## config.mk

```make
export PLATFORM = sky130hd
export DESIGN_NAME = pc_pilha
export DESIGN_NICKNAME = d
export VERILOG_FILES = /design/src/rtl/pc_pkg.sv /design/src/rtl/pilha_retorno.sv /design/src/rtl/pc_pilha.sv
export SDC_FILE = /design/constraint.sdc
export NUM_CORES = 1
export LEC_CHECK = 0
export CAP_MARGIN = 20
export CELL_PAD_IN_SITES_DETAIL_PLACEMENT = 1
export CELL_PAD_IN_SITES_GLOBAL_PLACEMENT = 1
export CORE_MARGIN = 3
export CORE_UTILIZATION = 40
export CTS_CLUSTER_SIZE = 28
export DETAILED_ROUTE_END_ITERATION = 12
export GPL_TIMING_DRIVEN = 0
export PLACE_DENSITY_LB_ADDON = 0.1
export SETUP_SLACK_MARGIN = 0.3
export SLEW_MARGIN = 20
export SYNTH_ARGS = -nofsm -noshare
export SYNTH_HDL_FRONTEND = slang
export SYNTH_SLANG_ARGS = --single-unit
```

## constraint.sdc

```tcl
create_clock -name clock -period 12.9 [get_ports clock]
set_input_delay 1.935 -clock clock [delete_from_list [all_inputs] [get_ports clock]]
set_output_delay 1.935 -clock clock [all_outputs]
set_load 0.01 [all_outputs]
```

## src/rtl/pc_pkg.sv

```systemverilog
// Shared constants and types for the pc_pilha program counter and its return-address stack.
package pc_pkg;

    localparam int unsigned PC_WIDTH      = 32;
    localparam int unsigned PC_STEP       = 1;
    localparam int unsigned PC_RESET_ADDR = 0;
    localparam int unsigned RAS_DEPTH     = 8;
    localparam int unsigned PC_OFF_W      = 16;

    // One extra bit so that a full stack (count == depth) is representable.
    function automatic int unsigned ptr_width(input int unsigned depth);
        return $clog2(depth) + 1;
    endfunction

    localparam int unsigned RAS_PTR_W = ptr_width(RAS_DEPTH);

    typedef enum logic {
        Rodando,
        Parado
    } estado_e;

    typedef enum logic [2:0] {
        OpSegura,
        OpSalto,
        OpChamada,
        OpRetorno,
        OpDesvio,
        OpIncremento
    } op_e;

endpackage

```

## src/rtl/pilha_retorno.sv

```systemverilog
// Return-address LIFO: push/pop with full/empty flags and single-cycle overflow/underflow pulses.
module pilha_retorno
    import pc_pkg::*;
#(
    parameter int unsigned WIDTH = PC_WIDTH,
    parameter int unsigned DEPTH = RAS_DEPTH
) (
    input  logic             clock,
    input  logic             reseta,
    input  logic             push,
    input  logic             pop,
    input  logic [WIDTH-1:0] dado,
    output logic [WIDTH-1:0] topo,
    output logic             cheia,
    output logic             vazia,
    output logic             overflow,
    output logic             underflow
);

    localparam int unsigned PTR_W = ptr_width(DEPTH);
    localparam int unsigned IDX_W = PTR_W - 1;

    logic [WIDTH-1:0] mem_q [DEPTH];
    logic [PTR_W-1:0] cont_q;
    logic [PTR_W-1:0] cont_d;
    logic             faz_push;
    logic             faz_pop;
    logic [IDX_W-1:0] idx_push;
    logic [IDX_W-1:0] idx_topo;

    assign cheia     = (cont_q == PTR_W'(DEPTH));
    assign vazia     = (cont_q == '0);
    assign faz_push  = push && !cheia;
    assign faz_pop   = pop && !vazia;
    assign overflow  = push && cheia;
    assign underflow = pop && vazia;

    assign idx_push = cont_q[IDX_W-1:0];
    assign idx_topo = IDX_W'(cont_q - PTR_W'(1));
    assign topo     = mem_q[idx_topo];

    always_comb begin
        cont_d = cont_q;
        if (faz_push) begin
            cont_d = cont_q + PTR_W'(1);
        end else if (faz_pop) begin
            cont_d = cont_q - PTR_W'(1);
        end
    end

    // Entries are not cleared on reset; the count alone defines validity.
    always_ff @(posedge clock) begin
        if (!reseta) begin
            cont_q <= '0;
        end else begin
            cont_q <= cont_d;
            if (faz_push) begin
                mem_q[idx_push] <= dado;
            end
        end
    end

endmodule

```

## src/rtl/pc_pilha.sv

```systemverilog
// Program counter with jump/branch/call/return, stall and a registered halt/resume lock.
module pc_pilha
    import pc_pkg::*;
#(
    parameter int unsigned WIDTH      = PC_WIDTH,
    parameter int unsigned STEP       = PC_STEP,
    parameter int unsigned RESET_ADDR = PC_RESET_ADDR,
    parameter int unsigned DEPTH      = RAS_DEPTH,
    parameter int unsigned OFF_W      = PC_OFF_W
) (
    input  logic             clock,
    input  logic             reseta,
    input  logic             halt,
    input  logic             resume,
    input  logic             stall,
    input  logic             jump,
    input  logic             branch,
    input  logic             call,
    input  logic             ret,
    input  logic [WIDTH-1:0] endereco,
    input  logic [OFF_W-1:0] offset,
    output logic [WIDTH-1:0] saida,
    output logic             halted,
    output logic             pilha_vazia,
    output logic             pilha_cheia,
    output logic             erro_pilha
);

    logic [WIDTH-1:0] pc_q;
    logic [WIDTH-1:0] pc_d;
    logic [WIDTH-1:0] pc_mais;
    logic [WIDTH-1:0] alvo_desvio;
    logic [WIDTH-1:0] topo;
    estado_e          estado_q;
    logic             erro_q;
    op_e              op;
    logic             push;
    logic             pop;
    logic             cheia;
    logic             vazia;
    logic             overflow;
    logic             underflow;

    assign pc_mais     = pc_q + WIDTH'(STEP);
    assign alvo_desvio = pc_q + WIDTH'($signed(offset));

    // A halt request in the running state already freezes the PC and the stack.
    always_comb begin
        op = OpIncremento;
        if (estado_q == Parado || halt || stall) begin
            op = OpSegura;
        end else if (jump) begin
            op = OpSalto;
        end else if (call) begin
            op = OpChamada;
        end else if (ret) begin
            op = OpRetorno;
        end else if (branch) begin
            op = OpDesvio;
        end
    end

    assign push = (op == OpChamada);
    assign pop  = (op == OpRetorno);

    always_comb begin
        pc_d = pc_q;
        unique case (op)
            OpSegura:           pc_d = pc_q;
            OpSalto, OpChamada: pc_d = endereco;
            OpRetorno:          pc_d = vazia ? pc_mais : topo;
            OpDesvio:           pc_d = alvo_desvio;
            default:            pc_d = pc_mais;
        endcase
    end

    pilha_retorno #(
        .WIDTH(WIDTH),
        .DEPTH(DEPTH)
    ) u_pilha (
        .clock    (clock),
        .reseta   (reseta),
        .push     (push),
        .pop      (pop),
        .dado     (pc_mais),
        .topo     (topo),
        .cheia    (cheia),
        .vazia    (vazia),
        .overflow (overflow),
        .underflow(underflow)
    );

    always_ff @(posedge clock) begin
        if (!reseta) begin
            estado_q <= Rodando;
            pc_q     <= WIDTH'(RESET_ADDR);
            erro_q   <= 1'b0;
        end else begin
            pc_q <= pc_d;
            if (overflow || underflow) begin
                erro_q <= 1'b1;
            end
            unique case (estado_q)
                Rodando: if (halt) estado_q <= Parado;
                Parado:  if (resume) estado_q <= Rodando;
                default: estado_q <= Rodando;
            endcase
        end
    end

    assign saida       = pc_q;
    assign halted      = (estado_q == Parado);
    assign pilha_vazia = vazia;
    assign pilha_cheia = cheia;
    assign erro_pilha  = erro_q;

endmodule

```

* Word-level counts from Yosys, hierarchy flattened
Memory sizes are Yosys's and may differ from the RTL's.
Index checks and enable logic that the tools add are counted.
** Operators by class
- Add/subtract/negate cells :: 4
- $mul :: 0
- Div/mod/pow operators :: 0
- $lt $le $gt $ge :: 0
- Equality and inequality tests :: 5
- Shifts and indexed selects :: 0
- Multiplexer cells :: 15
- Bitwise operators :: 1
- Reduce and logical (&&, ||, !) cells :: 13
** Operator list (number)
- 32-bit one-hot mux with 4 select lines :: 1
- 32-bit by 1-bit adder with 32-bit output (second input constant) :: 1
- 32-bit adder :: 1
- 32-bit two-way mux :: 1
- 3-bit two-way mux :: 4
- 4-bit two-way mux :: 2
- 3-bit by 2-bit == test with 1-bit output (second input constant) :: 2
- 1-bit two-way mux :: 6
- 4-bit by 1-bit adder with 4-bit output (second input constant) :: 1
- 4-bit == test (second input constant) :: 1
- 1-bit logical AND :: 4
- 4-bit zero test :: 1
- 4-bit by 1-bit subtractor with 4-bit output (second input constant) :: 1
- 3-bit by 1-bit == test with 1-bit output (second input constant) :: 1
- 3-bit == test (second input constant) :: 1
- 3-bit zero test :: 1
- 1-bit logical OR :: 3
- 1-bit zero test :: 2
- 1-bit one-hot mux with 2 select lines :: 1
- 2-bit nonzero test :: 1
- 2-bit OR reduction :: 1
- 1-bit inverter :: 1
** Word-level totals
- Flip-flop bits (word level) :: 38
- Latch bits :: 0
- Bits in writable memories :: 256
- Bits in read-only memories :: 0
- Input bits :: 57
- Output and inout port bits :: 36
- Logic and storage cells :: 43
- Memories kept :: 1
** Memory list
- u_pilha.mem_q :: words 8, width 32, rd ports 1, clocked after memory_dff 0, write ports 1, line pilha_retorno.sv:23 : logic [WIDTH-1:0] mem_q [DEPTH];

* Logic depth before layout (Yosys ltp)
- Depth in word-level cells :: 10
- Depth in mapped cells :: 15
- Gate-level depth less buffers :: 11

* Modules after synthesis
Synthesis repeated with hierarchy kept, for this count alone.
** Second synthesis, totals
- Cell total of the unflattened synthesis :: 1058
- Area total of the unflattened synthesis :: 14705.4 µm²
** Modules (own cells, without submodules)
- pilha_retorno :: times used 1, cells an instance 427, area each 10110.9 µm², seq. area each 7767.4 µm²
- pc_pilha :: times used 1, cells an instance 631, area each 4594.4 µm², seq. area each 680.7 µm²

* Least setup slack after synthesis
OpenSTA, ideal clock, no wires.
- Kind :: input to register
- Start point :: input port halt
- End point :: memory u_pilha.mem_q[1][0] (netlist name), enable pin
- Setup time :: 461 ps
- Arrival :: 5391 ps
- Required time :: 12439 ps
- Slack :: 7048 ps
- Stages :: 5
- Path buffers :: 1
- Cell sequence :: or3_1 clkbuf_1 nor4b_2 nand3_1 nor3_1
** On the way
- Word-level cells in the longest chain between the ends :: 8
** RTL lines
- from (decl) :: line pc_pilha.sv:13 : input logic halt,
- 1-bit logical OR (2 in a row) :: line pc_pilha.sv:50 : if (estado_q == Parado || halt || stall) begin
- 3-bit two-way mux :: line pc_pilha.sv:50
- 3-bit by 2-bit == test with 1-bit output :: line pc_pilha.sv:63 : assign push = (op == OpChamada);
- 1-bit logical AND :: line pilha_retorno.sv:33 : assign faz_push = push && !cheia;
- 1-bit two-way mux :: line pilha_retorno.sv:57 : if (faz_push) begin
- 1-bit two-way mux :: line pilha_retorno.sv:53 : if (!reseta) begin
- 1-bit two-way mux (not written as such) :: line pilha_retorno.sv:58 : mem_q[idx_push] <= dado;
- to (decl) :: line pilha_retorno.sv:23
No other way between the ends.

* Worst setup path in the final report
- Start point :: register u_pilha.cont_q[0]
- End point :: output port pilha_vazia
** On the way
- Word-level cells in the longest chain between the ends :: 1
** RTL lines
- from (decl) :: line pilha_retorno.sv:24 : logic [PTR_W-1:0] cont_q;
- from (signal assigned) :: line pilha_retorno.sv:56 : cont_q <= cont_d;
- 4-bit zero test :: line pilha_retorno.sv:32 : assign vazia = (cont_q == '0);
- to (decl) :: line pc_pilha.sv:24 : output logic pilha_vazia,
No other way between the ends.

==> run metrics <==
outcome complete, no violations; CTS Sinks 294; I/O Pins 93; FP Rows roughly 70; most frequent cells in the layout edfxtp_1, clkdlybuf4s50_1, a21oi_1; largest net degree at the start of global routing 18; Starting Density 40.7%; htree depth 1; Final Critical Period ~5.4 ns; Tcrit/Tclk final between 40% and 50%; LEAKAGE 5.90 nW; CTS buffer count 31; worst relative slew slack 21.0%; Worst Tran Pin Value 1.18 ns; clk buf depth 3; Nets 1,279; cts hold-fix bufs 0; Max Cap Viol 0; Fin Clk Skew 0.0202 ns; Die Wd 194 um; Met3 Wirelength around 2000 um; Root Driver clkbuf_16; via count 9,852; CTS tree yes; final instance area 0.0171 mm2; routed wl met2 between 20,000 and 25,000 um; CP max FO 10; Area Overhead vs Synth 20.7%; Req. time, crit path 10.97 ns; most common cell after layout, fill and taps aside edfxtp_1; largest family of logic cells by synthesized area multiplexers; # fillers 3,522; f_max about 180 MHz; IO Port Bufs 90; Cell Pwr Density 125 mW/mm2; Synth top area share between 50% and 60%; number of global-route vias before repair 10,300; placed cell area 0.0161 mm2; Final ANT Viol Nets 0; maximum VDD drop a little over 0.1 mV; antenna fix cells 0; core area 0.0347 mm2; Synth Cell Area 0.0141 mm2; DR iter-0 viols between 700 and 800; share of cells above drive strength 1 13.8%; setup violators final 0; Resized Gates After CTS 0; Multi-input gate area 0.00542 mm2; cell taking the most area after synthesis edfxtp_1; Post-Synth Simple-Gate Area 9.44%; hold path cells 1; type of origin of the critical path register; final-report max-slew violation count 0; initial antenna violation count 1; first-pass GRT wire length 68,600 um; Main synth FF type edfxtp_1; die area 0.0376 mm2; dominant cells by area after synthesis edfxtp_1, mux4_2, dfxtp_1; Hold Fails Final Rpt 0; Global Route Usage Sum roughly 24%; gr ovfl total 0; vias per inst 5.91; Post-synth EDFFs 256; wire length per cell ~28 um; drt pass-1 iters 5; Post-Synth XOR/XNOR Area 3.35%; Critical Path Sink Type primary output; Die H 194 um; mux cell area share after synthesis 11.6%; Mean Syn Cell Area between 10 and 15 um2; Post-CTS Setup Inserts 0; wl on met1 roughly 20,000 um; Adder-Cell Fraction of Synth Area under 10%; ys async rst share 0%; synth warn 0; RD Place Congestion 0.871; Crit Path Class register to primary output; Mapped Nets 1,133; Synth Register Bits 294; Final TNS setup 0 ns; share of the yosys chip area belonging to registers 59.8%; dpl hpwl 33,400 um; worst reg-to-reg path cell count 11; overall routed net length 46,200 um; Synth Instances 1,041; Reg clk slew, reported paths 0.06 ns; Compound-Gate Fraction of Synth Area a little over a tenth; flip-flop and latch area 0.00845 mm2; hold crit path type register to register; drc violations 0; number of distinct library cells after synthesis 78; RSZ-0062 raised after global routing no; top routing layer used met4; clk_lat worst skew 0.57 ns; critical path arrival 3.51 ns
-- sequential cells by signal, indices dropped and copies added, names as in the netlist --
signal / flops
u_pilha.mem_q: 256
halted: 1
u_pilha.cont_q: 4
erro_pilha: 1
saida: 32
-- final timing paths --
path	from	end	slack [ns]
worst min-delay path	erro_pilha	erro_pilha	0.50
worst max-delay path	u_pilha.cont_q[0]	pilha_vazia	7.46
worst max register to register	u_pilha.cont_q[0]	u_pilha.mem_q[0][12]	8.13
worst min register to register	erro_pilha	erro_pilha	0.50
-- layout make-up --
class	instances	area share, %
inverter	19	0.418
buffer	59	1.43
sequential	294	49.5
clock buffer	35	4.64
timing repair buffer	113	7.81
tap	455	3.34
multi-input combinational	669	31.8
clock inverter	22	1.06
-- through the flow --
step	power, mW	hold slack [ns]	util (%)	setup WS (ns)	cells
floorplan	1.20	0.492	-	7.05	1041
global placement	1.29	0.472	44.9	3.37	1586
detailed placement	1.30	0.476	46.3	7.24	1609
CTS	2.16	0.490	49.1	7.38	1666
global route	2.22	0.538	49.1	7.19	1666
finish	2.14	0.498	49.1	7.46	1666
-- routing by layer --
layer  vias to the layer above  GRT usage (%)
met4                         0           7.29
met5                         -              0
met3                        70           2.36
met2                       273           41.3
met1                      5100           33.4
li1                       4409              -
-- logic make-up (layout without fill, tap and decap cells) --
group | count (synthesis) | after routing
buf+inv | 78 | 248
flops | 294 | 294
compound gates | 230 | 230
xor+xnor | 54 | 54
fa+ha+maj | 35 | 35
simple gates | 267 | 267
mux | 83 | 83
-- power breakdown --
part / switching [mW] / leakage, nW / internal [mW]
Combinational: 0.130 / 2.74 / 0.0876
Sequential: 0.0157 / 2.68 / 1.04
Clock: 0.366 / 0.481 / 0.497
Total: 0.512 / 5.90 / 1.63
-- cells in the mapped netlist, drive strengths merged, types with 6 or more instances --
cell type and count:
edfxtp 256, a21oi 76, nor2 73, nand2 72, mux4 64, clkbuf 38, dfxtp 38, o21ai 38
ha 34, xnor2 34, nand3 33, buf 21, xor2 20, nor3 19, inv 18, mux2i 18
nand4 17, o22ai 16, a221oi 15, a31oi 14, and3 13, a21o 12, a211oi 8, or3 7
o21bai 6, o31ai 6, or4 6
-- worst max-delay path, cell delays in order, from the launching register on --
cell             delay, ns
dfxtp_1               0.38
clkbuf_1              0.26
buf_2                 0.38
buf_2                 0.42
inv_1                 0.17
ha_1                  0.32
or3b_1                0.19
buf_2                 0.22
inv_2                 0.10
clkdlybuf4s50_1       0.49
Power figures use the tool's default switching activity.
